### config.mk
export PLATFORM = sky130hd
export DESIGN_NAME = fg_cfg_writer
export DESIGN_NICKNAME = d
export VERILOG_FILES = /design/src/rtl/fg_cfg_writer.sv
export SDC_FILE = /design/constraint.sdc
export NUM_CORES = 1
export LEC_CHECK = 0
export ABC_AREA = 1
export CORE_MARGIN = 2
export CORE_UTILIZATION = 47
export DETAILED_ROUTE_END_ITERATION = 8
export GPL_ROUTABILITY_DRIVEN = 0
export PLACE_DENSITY_LB_ADDON = 0.1
export SLEW_MARGIN = 20
export SYNTH_ARGS = -nofsm -noshare
export SYNTH_HDL_FRONTEND = slang
export SYNTH_SLANG_ARGS = --single-unit
### constraint.sdc
create_clock -name clk -period 2.78 [get_ports clk]
set_clock_uncertainty 0.2 [all_clocks]
set_input_delay 0.417 -clock clk [delete_from_list [all_inputs] [get_ports clk]]
set_output_delay 0.417 -clock clk [all_outputs]
set_load 0.02 [all_outputs]
### src/rtl/fg_cfg_writer.sv
// fg_cfg_writer: host-side initiator for the function generator's parallel
// configuration port. Captures a full configuration word on start_i and
// writes it into CR0..CR(NUM_REGS-1) over data/addr/wr_n/en_n. The phases
// are stretched so that a receiver behind SYNC_STAGES synchronizer flops
// sees a clean disable, stable address/data, and a complete write pulse.
//
// Optional build macro: FG_CFG_WRITER_MASK_EN adds wr_mask_i, a per-register
// write mask captured with the word. Masked-off registers are skipped.
//
// Request handshake: start_i is a single-cycle request, accepted only while
// idle (busy_o=0, done_o=0 and the FSM in IDLE); requests at any other time
// are dropped, never queued. Completion is signalled by a one-cycle done_o.
module fg_cfg_writer #(
    parameter int NUM_REGS     = 7,
    parameter int SYNC_STAGES  = 2,
    parameter int SETUP_CYCLES = 1,
    parameter int PULSE_CYCLES = 4
) (
    input  logic                  clk,
    input  logic                  rst_n,
    input  logic                  start_i,
    input  logic                  run_i,
    input  logic [8*NUM_REGS-1:0] cfg_data_i,
`ifdef FG_CFG_WRITER_MASK_EN
    input  logic [NUM_REGS-1:0]   wr_mask_i,
`endif
    output logic [7:0]            data_o,
    output logic [2:0]            addr_o,
    output logic                  wr_n_o,
    output logic                  en_n_o,
    output logic                  busy_o,
    output logic                  done_o
);

    // Disable-wait and post-pulse hold both cover the receiver's sync delay.
    localparam int HOLD_LEN  = SYNC_STAGES + 1;
    localparam int CNT_MAX_A = (HOLD_LEN > SETUP_CYCLES) ? HOLD_LEN : SETUP_CYCLES;
    localparam int CNT_MAX   = (CNT_MAX_A > PULSE_CYCLES) ? CNT_MAX_A : PULSE_CYCLES;
    localparam int CNT_W     = (CNT_MAX > 1) ? $clog2(CNT_MAX) : 1;

    typedef enum logic [2:0] {
        S_IDLE    = 3'd0,
        S_DISABLE = 3'd1,
        S_SETUP   = 3'd2,
        S_PULSE   = 3'd3,
        S_HOLD    = 3'd4,
        S_DONE    = 3'd5
    } state_t;

    state_t                state, state_nx;
    logic [CNT_W-1:0]      cnt, cnt_nx;
    logic [2:0]            idx, idx_nx;
    logic [8*NUM_REGS-1:0] shadow, shadow_nx;
    logic [NUM_REGS-1:0]   mask, mask_nx;
    logic [NUM_REGS-1:0]   mask_in;
    logic [3:0]            nxt;

    logic [7:0]            data_nx;
    logic [2:0]            addr_nx;
    logic                  wr_n_nx;
    logic                  en_n_nx;
    logic                  busy_nx;
    logic                  done_nx;

`ifdef FG_CFG_WRITER_MASK_EN
    assign mask_in = wr_mask_i;
`else
    assign mask_in = '1;
`endif

    // Lowest register index >= from whose mask bit is set; bit 3 = found.
    function automatic logic [3:0] next_reg(input logic [NUM_REGS-1:0] m,
                                            input int from);
        logic [3:0] r;
        r = 4'b0000;
        for (int k = NUM_REGS - 1; k >= 0; k--) begin
            if (k >= from && m[k]) r = {1'b1, 3'(k)};
        end
        return r;
    endfunction

    // Next-state, counter and shadow update; outputs decoded from the next state.
    always_comb begin
        state_nx  = state;
        cnt_nx    = cnt;
        idx_nx    = idx;
        shadow_nx = shadow;
        mask_nx   = mask;
        nxt       = 4'b0000;

        case (state)
            S_IDLE: begin
                if (start_i) begin
                    shadow_nx = cfg_data_i;
                    mask_nx   = mask_in;
                    state_nx  = S_DISABLE;
                    cnt_nx    = CNT_W'(HOLD_LEN - 1);
                end
            end
            S_DISABLE: begin
                if (cnt == '0) begin
                    nxt = next_reg(mask, 0);
                    if (nxt[3]) begin
                        state_nx = S_SETUP;
                        idx_nx   = nxt[2:0];
                        cnt_nx   = CNT_W'(SETUP_CYCLES - 1);
                    end else begin
                        state_nx = S_DONE;
                    end
                end else begin
                    cnt_nx = cnt - 1'b1;
                end
            end
            S_SETUP: begin
                if (cnt == '0) begin
                    state_nx = S_PULSE;
                    cnt_nx   = CNT_W'(PULSE_CYCLES - 1);
                end else begin
                    cnt_nx = cnt - 1'b1;
                end
            end
            S_PULSE: begin
                if (cnt == '0) begin
                    state_nx = S_HOLD;
                    cnt_nx   = CNT_W'(HOLD_LEN - 1);
                end else begin
                    cnt_nx = cnt - 1'b1;
                end
            end
            S_HOLD: begin
                if (cnt == '0) begin
                    nxt = next_reg(mask, int'(idx) + 1);
                    if (nxt[3]) begin
                        state_nx = S_SETUP;
                        idx_nx   = nxt[2:0];
                        cnt_nx   = CNT_W'(SETUP_CYCLES - 1);
                    end else begin
                        state_nx = S_DONE;
                    end
                end else begin
                    cnt_nx = cnt - 1'b1;
                end
            end
            S_DONE: begin
                state_nx = S_IDLE;
            end
            default: begin
                state_nx = S_IDLE;
            end
        endcase

        data_nx = 8'h00;
        addr_nx = 3'd0;
        wr_n_nx = 1'b1;
        busy_nx = 1'b0;
        done_nx = 1'b0;
        // The FG follows run_i only while idle; leaving DONE keeps it disabled one more cycle.
        en_n_nx = (state == S_IDLE && state_nx == S_IDLE) ? !run_i : 1'b1;

        case (state_nx)
            S_DISABLE: begin
                busy_nx = 1'b1;
            end
            S_SETUP, S_PULSE, S_HOLD: begin
                busy_nx = 1'b1;
                addr_nx = idx_nx;
                data_nx = shadow_nx[8*(NUM_REGS-1-int'(idx_nx)) +: 8];
                wr_n_nx = (state_nx != S_PULSE);
            end
            S_DONE: begin
                done_nx = 1'b1;
            end
            default: begin
            end
        endcase
    end

    // State, counters, shadow word and registered pin outputs.
    always_ff @(posedge clk) begin
        if (!rst_n) begin
            state  <= S_IDLE;
            cnt    <= '0;
            idx    <= 3'd0;
            shadow <= '0;
            mask   <= '0;
            data_o <= 8'h00;
            addr_o <= 3'd0;
            wr_n_o <= 1'b1;
            en_n_o <= 1'b1;
            busy_o <= 1'b0;
            done_o <= 1'b0;
        end else begin
            state  <= state_nx;
            cnt    <= cnt_nx;
            idx    <= idx_nx;
            shadow <= shadow_nx;
            mask   <= mask_nx;
            data_o <= data_nx;
            addr_o <= addr_nx;
            wr_n_o <= wr_n_nx;
            en_n_o <= en_n_nx;
            busy_o <= busy_nx;
            done_o <= done_nx;
        end
    end

endmodule

==> flow_summary.yaml <==
worst_setup_path:
  endpoint_kind: "flop"
  path_class: "reg2reg"
  ff2ff_path_depth: 16
  rrSetupSlack_ns: 0.12
  rr_startpoint: "idx[1]"
  cp-start-kind: "flop"
  arrival_ns: 2.76
  crit_required_ns: 2.88
  critPathMaxFanout: 11
  r2r-end: "data_o[3]"
detailed_routing:
  first_pass_iters: 4
  wl_per_cell_um: 13.2
  routed_wl_um: 9000
  antenna_left: 0
  viasPerCell: 5.01
  drt_iter0_drc: 141
  via_count: 3420
  drc_errors: 0
synthesis:
  ys.flop_type: "dfxtp_1"
  avgSynthCellArea_um2: 7.73
  synth_area_leader_cell: "dfxtp_1"
  synthCells: 489
  yosysSeqAreaShare_pct: 42.4
  synth.distinct_cells: 30
  synth_common_cells: "90 x nand2_1, 90 x nor2_1, 80 x dfxtp_1"
  netlist_area_um2: 3780
  synth_edf_count: 0
  synth-seq-cells: 80
  synth.net_count: 556
  yosysWarnings: 0
  synth_area_leaders: "dfxtp_1 42%, mux2i_1 13%, nand2_1 8.9%, nor2_1 8.9%, nand3_1 4.8%"
  async_reset_ff_share_pct: 0
  synth_top_area_share_pct: 42.4
final_layout:
  finalInstanceArea_um2: 5000
  nets: 643
  syn_to_final_growth_pct: 32.3
  diodes: 0
  instances_no_fill: 683
  final_util_pct: 64.4
  drive_gt1_share_pct: 13.4
min_path:
  worstHoldEndpoint: "shadow[4]"
  holdPathStages: 2
  worst_hold_path_type: "reg2reg"
  hold_start: "shadow[4]"
place:
  placed_area_um2: 4720
  placedCellCount: 664
  io_buffers: 74
  post-place-ws_ns: 0.0349
  place_hpwl_um: 6700
sta:
  tns_ns: 0
  layout_worst_path_cycle_share_pct: 95.7
  fin_ws_ns: 0.119
  worstMarginPinSlew_ns: 0.488
  hold_viol: 0
  maxSlewViolCount: 0
  setup_viol: 0
  min_period_ns: 2.66
  clock.fmax_mhz: 376
  max_slew_margin_pct: 67.2
  whs_ns: 0.297
global_routing:
  grt_pass1_vias: 3183
  grt_max_degree: 26
  grt_pass1_wl_um: 14500
  grt.total_usage_pct: 21.2
  overflow: 0
  antenna_found_initial: 0
die:
  dieArea_um2: 8780
  rows: 32
  start_util_pct: 48.7
  coreArea_um2: 7770
  die_x_um: 93.7
  io_pins: 75
  die_h_um: 93.7
power_and_ir_drop:
  power.density_nw_per_um2: 783
  irDropWorstVdd_mv: 0.360
  p_leak_nw: 2.44
  power_mw: 3.92
clock_tree:
  ctsHoldBuffers: 0
  cts_buffer_depth: 2
  cts_root_buf: "clkbuf_8"
  clkTransAtPathRegs_ns: 0.08
  cts.sinks: 80
  cts_tree: "done"
  ctsHtreeMaxLevel: 3
  clk_latency_ns: 0.35
  numCtsBuffers: 9
flow_run:
  maxCapViolCount: 0
outcome:
  outcome: "complete, no violations"
## what timing repair did
| action | CTS | global route |
|---|---|---|
| pin swaps | 0 | 3 |
| resized for setup | 1 | 13 |
| gates cloned | 0 | 0 |
| setup buffers | 0 | 3 |
| setup endpoints to repair | 1 | 8 |
## registers in the layout (all words and copies together) (netlist names)
name / flops
busy_o: 1
en_n_o: 1
shadow: 56
state: 3
addr_o: 3
data_o: 8
mask: 1
cnt: 2
done_o: 1
idx: 3
wr_n_o: 1
## power breakdown
group | total [mW] | internal [mW] | switching, mW
clock network | 0.887 | 0.442 | 0.445
logic | 1.58 | 0.690 | 0.894
registers | 1.44 | 1.36 | 0.0862
## routing by layer
metal | global-route usage (%) | vias to the layer above | routed length (um)
met4 | 7.00 | 0 | 110
met1 | 27.8 | 1568 | 4150
met3 | 4.57 | 11 | 517
li1 | - | 1760 | -
met5 | 0 | - | 0
met2 | 34.8 | 81 | 4220
## cells in the final DEF (no fill, tap or decap), drive strengths merged, types with 2 or more instances in the layout
master	Yosys	layout
clkinv	0	2
nor2	91	91
a211oi	4	4
nand3b	8	8
clkinvlp	0	2
buf	9	20
nor3	2	2
clkdlybuf4s50	0	74
nand4	5	5
mux2i	49	49
dfxtp	80	80
ha	7	7
a21oi	12	12
or2	7	7
nand3	40	40
inv	46	47
o21ai	18	18
clkbuf	9	10
nand2	98	98
## cells by family after synthesis
group / share of synthesized area [%]
flip-flops: 42.4
multiplexers: 13.0
AND/OR/NAND/NOR: 29.9
buffers and inverters: 7.32
AO/OA/AOI/OAI: 5.16
adder cells (fa/ha/maj): 2.32
## area by class of cell
cell class | count | area (um2)
fillers | 697 | 2770
multi-input cells | 345 | 1960
flip-flops and latches | 80 | 1600
repair buffers | 94 | 928
inverters | 46 | 173
clock buffers | 10 | 138
well taps | 102 | 128
clock inverters | 6 | 67.6
## critical path, cell delays in order, from the launching register on
cell and delay [ns]:
dfxtp_2 0.38, ha_1 0.23, inv_1 0.09, nand2_1 0.07
nand2_1 0.07, nor2_1 0.19, o21ai_0 0.17, nand4_1 0.15
nand2_2 0.10, ha_4 0.28, inv_2 0.03, buf_4 0.16
nand3_1 0.08, nand2_1 0.07, nor2_2 0.15, nand2_1 0.09
nor2_1 0.08
## worst max path at each step
| stage | startpoint | end | slack, ns |
|---|---|---|---|
| after global routing | idx[1] | data_o[3] | -0.04 |
| after floorplan | idx[0] | data_o[0] | 0.006 |
| final | idx[1] | data_o[3] | 0.12 |
| after detailed placement | idx[0] | data_o[0] | 0.03 |
| after global placement | idx[0] | data_o[6] | 0.14 |
| after CTS | idx[0] | data_o[2] | 0.01 |
Note: power is estimated with default switching activity, not from simulation.
